## config.mk

```make
export PLATFORM = sky130hd
export DESIGN_NAME = load_store_unit
export DESIGN_NICKNAME = d
export VERILOG_FILES = /design/src/rtl/load_store_unit.sv
export SDC_FILE = /design/constraint.sdc
export NUM_CORES = 1
export LEC_CHECK = 0
export ABC_AREA = 1
export CAP_MARGIN = 20
export CORE_MARGIN = 4
export CORE_UTILIZATION = 42
export CTS_CLUSTER_DIAMETER = 40
export DETAILED_ROUTE_END_ITERATION = 6
export PLACE_DENSITY = 0.8
export SLEW_MARGIN = 30
export SYNTH_ARGS = -nofsm -noshare
export SYNTH_HDL_FRONTEND = slang
export SYNTH_SLANG_ARGS = --single-unit
```

## constraint.sdc

```tcl
create_clock -name clk -period 1.6 [get_ports clk]
set_input_delay 0.4 -clock clk [delete_from_list [all_inputs] [get_ports clk]]
set_output_delay 0.4 -clock clk [all_outputs]
set_load 0.005 [all_outputs]
```

## src/rtl/load_store_unit.sv

```systemverilog
// load_store_unit: turns RISC-V load/store requests into single-port memory accesses.
// mem_wwidth: 0 = byte, 1 = half, 2 = word. Define LSU_MISALIGNED_SPLIT_EN to split misaligned accesses into byte accesses.
module load_store_unit #(
  parameter int XLEN = 32
) (
  input  logic            clk,
  input  logic            rst_n,
  input  logic            req_valid,
  output logic            req_ready,
  input  logic            req_is_store,
  input  logic [2:0]      req_funct3,
  input  logic [XLEN-1:0] req_addr,
  input  logic [XLEN-1:0] req_wdata,
  output logic            resp_valid,
  input  logic            resp_ready,
  output logic [XLEN-1:0] resp_rdata,
  output logic            resp_fault,
  output logic [XLEN-1:0] mem_addr,
  output logic [1:0]      mem_wwidth,
  output logic            mem_wenable,
  output logic [XLEN-1:0] mem_wdata,
  input  logic [XLEN-1:0] mem_rdata
);
  localparam logic [1:0] WRITE_BYTE = 2'b00;

  typedef enum logic [2:0] {IDLE, ISSUE, CAPTURE, FAULT, SPLIT, RESP} state_t;

  state_t          state, state_next;
  logic            is_store_q;
  logic [2:0]      funct3_q;
  logic [XLEN-1:0] addr_q;
  logic [XLEN-1:0] wdata_q;
  logic [XLEN-1:0] rdata_q;
  logic            fault_q;

  function automatic logic legal_op(input logic is_store, input logic [2:0] funct3);
    if (is_store) return (funct3 == 3'b000) || (funct3 == 3'b001) || (funct3 == 3'b010);
    return (funct3 != 3'b011) && (funct3 != 3'b110) && (funct3 != 3'b111);
  endfunction

  function automatic logic misaligned(input logic [2:0] funct3, input logic [1:0] addr_lo);
    return ((funct3[1:0] == 2'b01) && addr_lo[0]) || ((funct3[1:0] == 2'b10) && (addr_lo != 2'b00));
  endfunction

  function automatic logic [XLEN-1:0] extend(input logic [2:0] funct3, input logic [XLEN-1:0] data);
    case (funct3)
      3'b000:  return {{(XLEN-8){data[7]}}, data[7:0]};
      3'b001:  return {{(XLEN-16){data[15]}}, data[15:0]};
      3'b100:  return {{(XLEN-8){1'b0}}, data[7:0]};
      3'b101:  return {{(XLEN-16){1'b0}}, data[15:0]};
      default: return data;
    endcase
  endfunction

`ifdef LSU_MISALIGNED_SPLIT_EN
  localparam logic SPLIT_EN = 1'b1;
  logic [1:0]      idx_q;
  logic            phase_q;
  logic [XLEN-1:0] asm_q;
  logic [XLEN-1:0] asm_next;
  logic            last_byte;

  // Halves split into 2 bytes, words into 4; bytes assemble little-endian.
  assign last_byte = (idx_q == (funct3_q[1] ? 2'd3 : 2'd1));
  assign asm_next  = asm_q | ({{(XLEN-8){1'b0}}, mem_rdata[7:0]} << {idx_q, 3'b000});
`else
  localparam logic SPLIT_EN = 1'b0;
`endif

  always_ff @(posedge clk or negedge rst_n) begin
    if (!rst_n) state <= IDLE;
    else        state <= state_next;
  end

  always_comb begin
    state_next  = state;
    req_ready   = 1'b0;
    resp_valid  = 1'b0;
    mem_addr    = '0;
    mem_wwidth  = WRITE_BYTE;
    mem_wenable = 1'b0;
    mem_wdata   = '0;
    case (state)
      IDLE: begin
        req_ready = 1'b1;
        if (req_valid) begin
          if (!legal_op(req_is_store, req_funct3))        state_next = FAULT;
          else if (misaligned(req_funct3, req_addr[1:0])) state_next = SPLIT_EN ? SPLIT : FAULT;
          else                                            state_next = ISSUE;
        end
      end
      ISSUE: begin
        mem_addr    = addr_q;
        mem_wwidth  = funct3_q[1:0];
        mem_wenable = is_store_q;
        mem_wdata   = is_store_q ? wdata_q : '0;
        state_next  = is_store_q ? RESP : CAPTURE;
      end
      CAPTURE: state_next = RESP;
      FAULT:   state_next = RESP;
`ifdef LSU_MISALIGNED_SPLIT_EN
      SPLIT: begin
        mem_addr = addr_q + XLEN'(idx_q);
        if (is_store_q) begin
          mem_wenable = 1'b1;
          mem_wdata   = {{(XLEN-8){1'b0}}, wdata_q[{idx_q, 3'b000} +: 8]};
          if (last_byte) state_next = RESP;
        end else if (phase_q && last_byte) begin
          state_next = RESP;
        end
      end
`endif
      RESP: begin
        resp_valid = 1'b1;
        if (resp_ready) state_next = IDLE;
      end
      default: state_next = IDLE;
    endcase
  end

  always_ff @(posedge clk or negedge rst_n) begin
    if (!rst_n) begin
      is_store_q <= 1'b0;
      funct3_q   <= '0;
      addr_q     <= '0;
      wdata_q    <= '0;
      rdata_q    <= '0;
      fault_q    <= 1'b0;
    end else begin
      case (state)
        IDLE: if (req_valid) begin
          is_store_q <= req_is_store;
          funct3_q   <= req_funct3;
          addr_q     <= req_addr;
          wdata_q    <= req_wdata;
          rdata_q    <= '0;
          fault_q    <= (state_next == FAULT);
        end
        CAPTURE: rdata_q <= extend(funct3_q, mem_rdata);
`ifdef LSU_MISALIGNED_SPLIT_EN
        SPLIT: if (!is_store_q && phase_q && last_byte) rdata_q <= extend(funct3_q, asm_next);
`endif
        default: ;
      endcase
    end
  end

`ifdef LSU_MISALIGNED_SPLIT_EN
  // Split loads alternate issue (phase 0) and capture (phase 1) per byte.
  always_ff @(posedge clk or negedge rst_n) begin
    if (!rst_n) begin
      idx_q   <= '0;
      phase_q <= 1'b0;
      asm_q   <= '0;
    end else if (state == IDLE) begin
      idx_q   <= '0;
      phase_q <= 1'b0;
      asm_q   <= '0;
    end else if (state == SPLIT) begin
      if (is_store_q) begin
        idx_q <= idx_q + 2'd1;
      end else begin
        phase_q <= !phase_q;
        if (phase_q) begin
          asm_q <= asm_next;
          idx_q <= idx_q + 2'd1;
        end
      end
    end
  end
`endif

  assign resp_rdata = rdata_q;
  assign resp_fault = fault_q;

endmodule

```

==> summary.txt, run 1 <==
Floorplan
  • Top-level I/O count: 206
  • Initial core utilization: roughly 43%
  • Die Outline Area: 12900 sq um
  • Site row count: 38
  • Die X: 114 um
  • Core area: 10900 sq um
  • DIE HEIGHT: 114 um

Flow run
  • Number of maximum-capacitance constraint violations: 0

Worst setup path
  • Crit path max fanout: 8
  • Endpoint type of the worst setup path: primary output
  • Peak per-stage delay on the critical path: ~0.41 ns
  • Critical Path Source: state[2]
  • Critical path launch point type: register
  • CP Data Arrival Time: 1.61 ns
  • Required @ worst endpoint: 1.20 ns
  • CP most frequent cell: nor2_4
  • Start of the worst register-to-register path: state[1]
  • Cell-by-cell listing of the critical path: buf_6 > nor2_4 > inv_4 > buf_12 > buf_16 > nor2_4 > buf_2
  • Slowest-stage cell, CP: dfrtp_1
  • Kind of critical path: register to primary output

Run status
  • Outcome: finished, violations left
  • Violated checks: setup timing

Synth
  • Yosys warns: 0
  • Post-Synth Simple-Gate Area: 32.1%
  • #FFs+latches synth: approximately 100
  • Largest family of logic cells by synthesized area: simple AND/OR/NAND/NOR gates
  • Nets in the synthesized netlist: about 730
  • Compound-gate portion of the synthesized area: 4.91%
  • Part of the Yosys area used for sequential elements: 55.5%
  • Cell area after synthesis: 4690 sq um
  • Number of distinct library cell variants in the gate-level netlist after synthesis: 17
  • Synthesized area divided by synthesized cell count: 7.53 sq um
  • Share of the synthesized netlist area taken by xor and xnor gates: 0%
  • Adder and majority gate portion of the synthesized area: 0%
  • Synth Instances: 623
  • Share of cell area taken by muxes after synthesis: 0%

Timing
  • Layout Skew: 0.00629 ns
  • Final setup fails: 69
  • Final critical-path required period: 2.01 ns
  • Actual transition at the worst max-transition pin: 0.535 ns
  • Number of hold violations in the final report: 0
  • Headroom to the max-slew limit: roughly 64%
  • Unrepaired setup endpoints after global routing: true
  • Sum Neg Setup Slack: -23.81 ns
  • Count of pins over their slew limit: 0
  • Post-route setup slack: -0.405 ns
  • Highest attainable clock frequency: 499 MHz
  • Post-route fraction of the period consumed by the critical path: 125%

Clocking
  • Number of buffers inserted during clock tree synthesis: 9
  • Hold-fix buffer count after cts: 0
  • Clock tree from TritonCTS: done
  • Number of H-tree levels: 3
  • Number of clock sinks seen by CTS: 104
  • Cell at the root of the clock tree: clkbuf_8
  • CTS clk-pin slew, worst paths: 0.09 ns
  • Clock latency at the later pin of the worst-skew pair: 0.36 ns
  • CTS Buffer Depth: 2

Power
  • Worst IR Drop VDD: ~0.00092 V
  • Lkg Pwr: 3.99 nW
  • Pwr dens: roughly 1700 nW/um^2

GRT
  • Wire length of the first global-routing pass: 23.9 mm
  • Total global routing overflow: 0
  • Maximum number of pins on one net before global-route repair: 105
  • Number of global-route vias before repair: 4939
  • Initial antenna violation count: 0
  • Total track usage: 23.0%

Worst hold path
  • Worst hold-check path type: primary input to async pin

Placed design
  • Detailed placer's ending HPWL: just under 10 mm
  • Instance area at placement: approximately 7000 sq um
  • Placer Congestion: roughly 0.82
  • Count of buffers inserted at the top-level ports: 205

Cells and area
  • Number of nets at the end of the flow: between 900 and 1000
  • Fill cell count: 880
  • Leading cell types in the layout, fill and taps excluded: nand2_1, dfrtp_1, clkdlybuf4s50_1, buf_2, nor2_1
  • Area of all placed cells without fillers: just under 8000 sq um
  • Antenna diode instance count: 0
  • Commonest non-fill, non-tap cell in the layout: nand2_1
  • Area growth from synthesis to final layout: 63.9%
  • Share of cells above drive strength 1: about a quarter

Drt
  • DRC marker count from the first detailed-route iteration: 381
  • Via density: 4.89
  • Antenna-violating nets left: 0
  • Routed WL per cell: 15.1 um
  • WL final: ~15 mm
  • Remaining design rule violation count: 0
  • Number of vias after detailed routing: between 4000 and 5000
  • Number of search-and-repair iterations in the first detailed-routing pass: 5
==> repair_timing <==
action                                  in CTS  in global routing
resized for setup                          407                 42
pin swaps                                    3                  5
cloned                                       7                  1
setup buffers                               19                  4
endpoints found under the setup margin     102                 74
==> layer usage <==
metal | track usage [%] | up-vias | wire length, um
met3 | 3.61 | 31 | 1000
li1 | - | 2330 | -
met5 | 0 | - | 0
met4 | 9.29 | 0 | 357
met1 | 28.5 | 2328 | 5740
met2 | 40.2 | 209 | 8020
==> per-stage QoR <==
| step | total power (W) | cells | setup slack (ns) | utilization [%] | hold WS (ns) |
|---|---|---|---|---|---|
| global route | 0.0136 | 1001 | -0.478 | 70.6 | 0.132 |
| finish | 0.0127 | 1001 | -0.405 | 70.6 | 0.0881 |
| detailed placement | 0.00961 | 957 | -0.313 | 64.2 | 0.467 |
| floorplan | 0.00695 | 623 | 0.0718 | - | 0.104 |
| global placement | 0.00942 | 957 | -0.307 | 64.2 | 0.461 |
| CTS | 0.0123 | 998 | -0.415 | 68.8 | 0.117 |
==> flip-flops by register name, indices dropped and copies added (netlist names) <==
| signal | cells |
|---|---|
| addr_q | 32 |
| resp_rdata | 32 |
| state | 3 |
| resp_fault | 1 |
| is_store_q | 1 |
| funct3_q | 3 |
| wdata_q | 32 |
==> logic make-up after synthesis <==
group | count (synthesis)
AND/OR/NAND/NOR | 392
flip-flops | 104
buffers and inverters | 81
AO/OA/AOI/OAI | 46
==> worst paths after layout <==
kind                                       end  slack [ns]  cells after the start
worst max-delay path             mem_wdata[24]       -0.41                      7
worst min-delay path             resp_rdata[1]        0.09                      2
worst max register to register     wdata_q[23]        0.13                      8
worst min register to register  resp_rdata[23]        0.48                      2
max in group asynchronous          wdata_q[28]        1.10                      2
min in group clk                resp_rdata[23]        0.48                      2
==> cell type report <==
type	instances	area [sq um]	area share, %
inverters	47	181	2.36
multi-input cells	438	2130	27.7
flip-flops and latches	104	2600	33.8
repair buffers	257	2400	31.3
well taps	140	175	2.28
clock buffers	13	179	2.33
clock inverters	2	12.5	0.163
==> Yosys cell counts <==
library cell	count	area, sq um
o21ai_0	45	225
nor2_4	1	11.3
nand2_2	1	6.26
buf_4	3	22.5
nor2_2	1	6.26
nor2_1	104	390
dfrtp_1	104	2600
nand3_2	2	20.0
inv_1	43	161
clkinv_1	1	3.75
buf_6	2	22.5
buf_2	19	95.1
nand3_1	6	30.0
nand2_1	277	1040
o21ai_1	1	5.00
inv_2	3	11.3
clkbuf_1	10	37.5
==> critical path, delay by kind of cell, from the launching register on <==
family / cells / cell delay (ns)
buffers and inverters: 5 / 0.63
flip-flops: 1 / 0.41
AND/OR/NAND/NOR: 2 / 0.21
==> report_power, final <==
part	internal, W	leakage (nW)	switching (W)
registers	0.00372	1.32	0.000509
logic	0.00308	2.58	0.00383
clock network	0.000727	0.0975	0.000846
total	0.00752	3.99	0.00519
No activity file was read; power rests on OpenSTA's default activity.
==> run 2: changes to the inputs <==
- CAP_MARGIN: 20 -> unset
- CORE_MARGIN: 4 -> 3
- RECOVER_POWER: unset -> 100
==> run 2 against run 1 <==
  * The flow still finishes with violations (setup timing)
  * Largest cell class unchanged
  * Highest routed layer unchanged
  * Die area down 3.5%
  * Sequential share of layout area grew 1.3 points
  * Non-clock buffer count fell by 7
  * Count of clock-buffer cells in the layout is 2 lower
  * Combinational power decreased by 16%
  * Final cell count down 1.0%
  * Largest power group unchanged
  * Critical endpoint is now mem_wwidth[1]
  * Sequential power about the same
  * Critical path type unchanged
  * Setup slack got worse by 0.12 ns
==> summary.txt, run 2 (same netlist as run 1, synthesis figures left out) <==
Clocking
  • Number of buffers inserted during clock tree synthesis: 9 (unchanged)
  • CTS Buffer Depth: 2 (unchanged)
  • CTS clk-pin slew, worst paths: 0.09 ns (about the same)
  • Number of clock sinks seen by CTS: 104 (unchanged)
  • Clock latency at the later pin of the worst-skew pair: 0.35 ns (was 0.36 ns)
  • Number of H-tree levels: 3 (unchanged)
  • Cell at the root of the clock tree: clkbuf_8 (unchanged)
  • Clock tree from TritonCTS: done (unchanged)

Timing
  • Highest attainable clock frequency: 470 MHz (was 499 MHz)
  • Actual transition at the worst max-transition pin: 0.596 ns (was 0.535 ns)
  • Post-route fraction of the period consumed by the critical path: 133% (was 125%)
  • Final setup fails: 69 (unchanged)
  • Post-route setup slack: -0.526 ns (was -0.405 ns)
  • Count of pins over their slew limit: 0 (unchanged)
  • Unrepaired setup endpoints after global routing: true (unchanged)
  • Sum Neg Setup Slack: -24.63 ns (was -23.81 ns)
  • Number of hold violations in the final report: 0 (unchanged)
  • Layout Skew: 0.00668 ns (was 0.00629 ns)
  • Final critical-path required period: 2.13 ns (was 2.01 ns)
  • Headroom to the max-slew limit: 60.3% (was 64.3%)

Worst hold path
  • Hold-critical path endpoint: resp_rdata[11]
  • Worst min-delay path startpoint: resp_rdata[11]
  • Cell depth of the worst hold path: 2
  • Worst hold-check path type: register to register (was primary input to async pin)

Run status
  • Violated checks: setup timing (unchanged)
  • Outcome: finished, violations left (unchanged)

Cells and area
  • Area growth from synthesis to final layout: 57.8% (was 63.9%)
  • Share of cells above drive strength 1: 18.9% (was 23.7%)
  • Commonest non-fill, non-tap cell in the layout: nand2_1 (unchanged)
  • Antenna diode instance count: 0 (unchanged)
  • Leading cell types in the layout, fill and taps excluded: nand2_1, dfrtp_1, clkdlybuf4s50_1, nor2_1, o21ai_0 (was nand2_1, dfrtp_1, clkdlybuf4s50_1, buf_2, nor2_1)
  • Number of nets at the end of the flow: 954 (was 961)
  • Number of standard cells in the layout, taps in and fillers out: 991 (was 1001)

Placed design
  • Detailed placer's ending HPWL: 9.47 mm (was 9.69 mm)
  • Post-placement setup slack: -0.322 ns (was -0.313 ns)
  • Count of buffers inserted at the top-level ports: 205 (unchanged)
  • Placer Congestion: 0.851 (was 0.817)
  • Placed Cells incl. Taps: 952 (was 957)

Flow run
  • Number of maximum-capacitance constraint violations: 0 (unchanged)

GRT
  • Number of global-route vias before repair: 4597 (was 4939)
  • Initial antenna violation count: 0 (unchanged)
  • Total track usage: 22.2% (was 23.0%)
  • Maximum number of pins on one net before global-route repair: 59 (was 105)
  • Wire length of the first global-routing pass: 22.9 mm (was 23.9 mm)
  • Total global routing overflow: 0 (unchanged)

Floorplan
  • Core area: 10600 sq um (was 10900 sq um)
  • Top-level I/O count: 206 (unchanged)
  • Site row count: 37 (was 38)
  • Initial core utilization: 44.2% (was 43.1%)
  • Die X: 112 um (was 114 um)
  • Die Outline Area: 12500 sq um (was 12900 sq um)
  • DIE HEIGHT: 112 um (was 114 um)

Worst setup path
  • R2R depth: 7 (was 8)
  • CP Data Arrival Time: 1.73 ns (was 1.61 ns)
  • Worst reg2reg endpoint: resp_rdata[20] (was wdata_q[23])
  • Peak per-stage delay on the critical path: 0.40 ns (was 0.41 ns)
  • CP bufs+invs: 6 (was 5)
  • Required @ worst endpoint: 1.20 ns (about the same)
  • Endpoint type of the worst setup path: primary output (unchanged)
  • Critical path launch point type: register (unchanged)
  • Worst path top cell family by delay: buffers and inverters (unchanged)
  • Reg2reg setup slack: 0.02 ns (was 0.13 ns)
  • Cell-by-cell listing of the critical path: inv_2 > nand2_2 > nor2_4 > inv_6 > buf_16 > buf_8 > buf_4 > nor2_1 > buf_2 (was buf_6 > nor2_4 > inv_4 > buf_12 > buf_16 > nor2_4 > buf_2)
  • Kind of critical path: register to primary output (unchanged)
  • Crit path max fanout: 7 (was 8)
  • Slowest-stage cell, CP: dfrtp_1 (unchanged)
  • Start of the worst register-to-register path: state[2] (was state[1])

Power
  • Cell-internal power: 0.00734 W (was 0.00752 W)
  • Lkg Pwr: 3.93 nW (was 3.99 nW)
  • Pwr dens: 1610 nW/um^2 (was 1650 nW/um^2)
  • Fraction of power spent switching nets: 38.2% (was 40.8%)
  • Power share of the sequential group: 35.4% (was 33.3%)
  • Clock share of power: 16.1% (was 12.4%)
  • Gate power share: 48.5% (was 54.4%)
  • Worst IR Drop VDD: 0.000659 V (was 0.000919 V)
  • Net switching power of the design: 0.00454 W (was 0.00519 W)

Drt
  • Remaining design rule violation count: 0 (unchanged)
  • Antenna-violating nets left: 0 (unchanged)
  • WL final: 14.1 mm (was 15.1 mm)
  • Number of vias after detailed routing: 4694 (was 4898)
  • DRC marker count from the first detailed-route iteration: 381 (unchanged)
  • Routed WL per cell: 14.2 um (was 15.1 um)
  • Via density: 4.74 (was 4.89)
  • Number of search-and-repair iterations in the first detailed-routing pass: 4 (was 5)
-- run 2: cell count changes in the layout (fill, tap and decap cells not counted), sizes merged --
| cell | delta |
|---|---|
| clkinvlp | +1 |
| clkinv | -1 |
| clkdlybuf4s15 | +17 |
| clkbuf | +35 |
| buf | -73 |
| bufinv | +3 |
| dlygate4sd3 | +1 |
| dlymetal6s2s | +4 |
| dlygate4sd2 | +7 |
-- run 2: final cells by class --
type                    instances  area [sq um]
inverters                      47           184
clock buffers                  11           131
well taps                     136           170
multi-input cells             438          1860
flip-flops and latches        104          2600
repair buffers                250          2350
fillers                       863          3200
clock inverters                 5           105
-- run 2: power groups by stage --
stage	Combinational [W]	Sequential (W)	Clock, W
6_report	0.00577	0.00421	0.00191
5_1_grt	0.00647	0.00433	0.00207
4_1_cts	0.00550	0.00420	0.00196
3_3_place_gp	0.00518	0.00421	0
2_1_floorplan	0.00277	0.00417	0
3_5_place_dp	0.00531	0.00426	0
-- run 2: what timing repair did --
item / 4_1_cts / 5_1_grt
gates resized for setup: 156 / 116
gates cloned: 2 / 2
setup buffers: 13 / 6
pin swaps: 0 / 1
endpoints found under the setup margin: 102 / 137
hold buffers: 1 / 0
endpoints found under the hold margin: 22 / 0
-- run 2: worst register-to-register path: cells and delay by family, from the launching register on --
family	cells	cell delay (ns)
buffers and inverters	3	0.62
flip-flops	1	0.42
AND/OR/NAND/NOR	3	0.37
AO/OA/AOI/OAI	1	0.06
-- run 2: worst max path at each step --
stage | slack (ns) | from | cells past startpoint | end
2_1_floorplan | 0.07 | state[1] | 7 | mem_addr[0]
3_3_place_gp | -0.32 | state[1] | 7 | mem_wdata[6]
3_5_place_dp | -0.32 | state[1] | 7 | mem_wdata[6]
4_1_cts | -0.67 | state[1] | 7 | mem_wdata[16]
5_1_grt | -0.62 | state[1] | 8 | mem_addr[17]
6_report | -0.53 | state[1] | 9 | mem_wwidth[1]
-- run 2: metal layers --
metal / wire length, um / track usage (%) / share of wire, %
met5: 0 / 0 / 0
met4: 248 / 6.41 / 1.8
met3: 1030 / 4.73 / 7.3
met2: 7000 / 37.6 / 50
met1: 5840 / 28.9 / 41
-- run 2: metrics by stage --
step | power (W) | hold slack (ns) | instance area, sq um | utilization [%]
after floorplan | 0.00695 | 0.104 | 4690 | -
after CTS | 0.0117 | 0.460 | 7380 | 69.6
after detailed placement | 0.00957 | 0.324 | 7000 | 66.0
after global routing | 0.0129 | 0.507 | 7400 | 69.8
after global placement | 0.00939 | 0.318 | 7000 | 66.0
final | 0.0119 | 0.481 | 7400 | 69.8
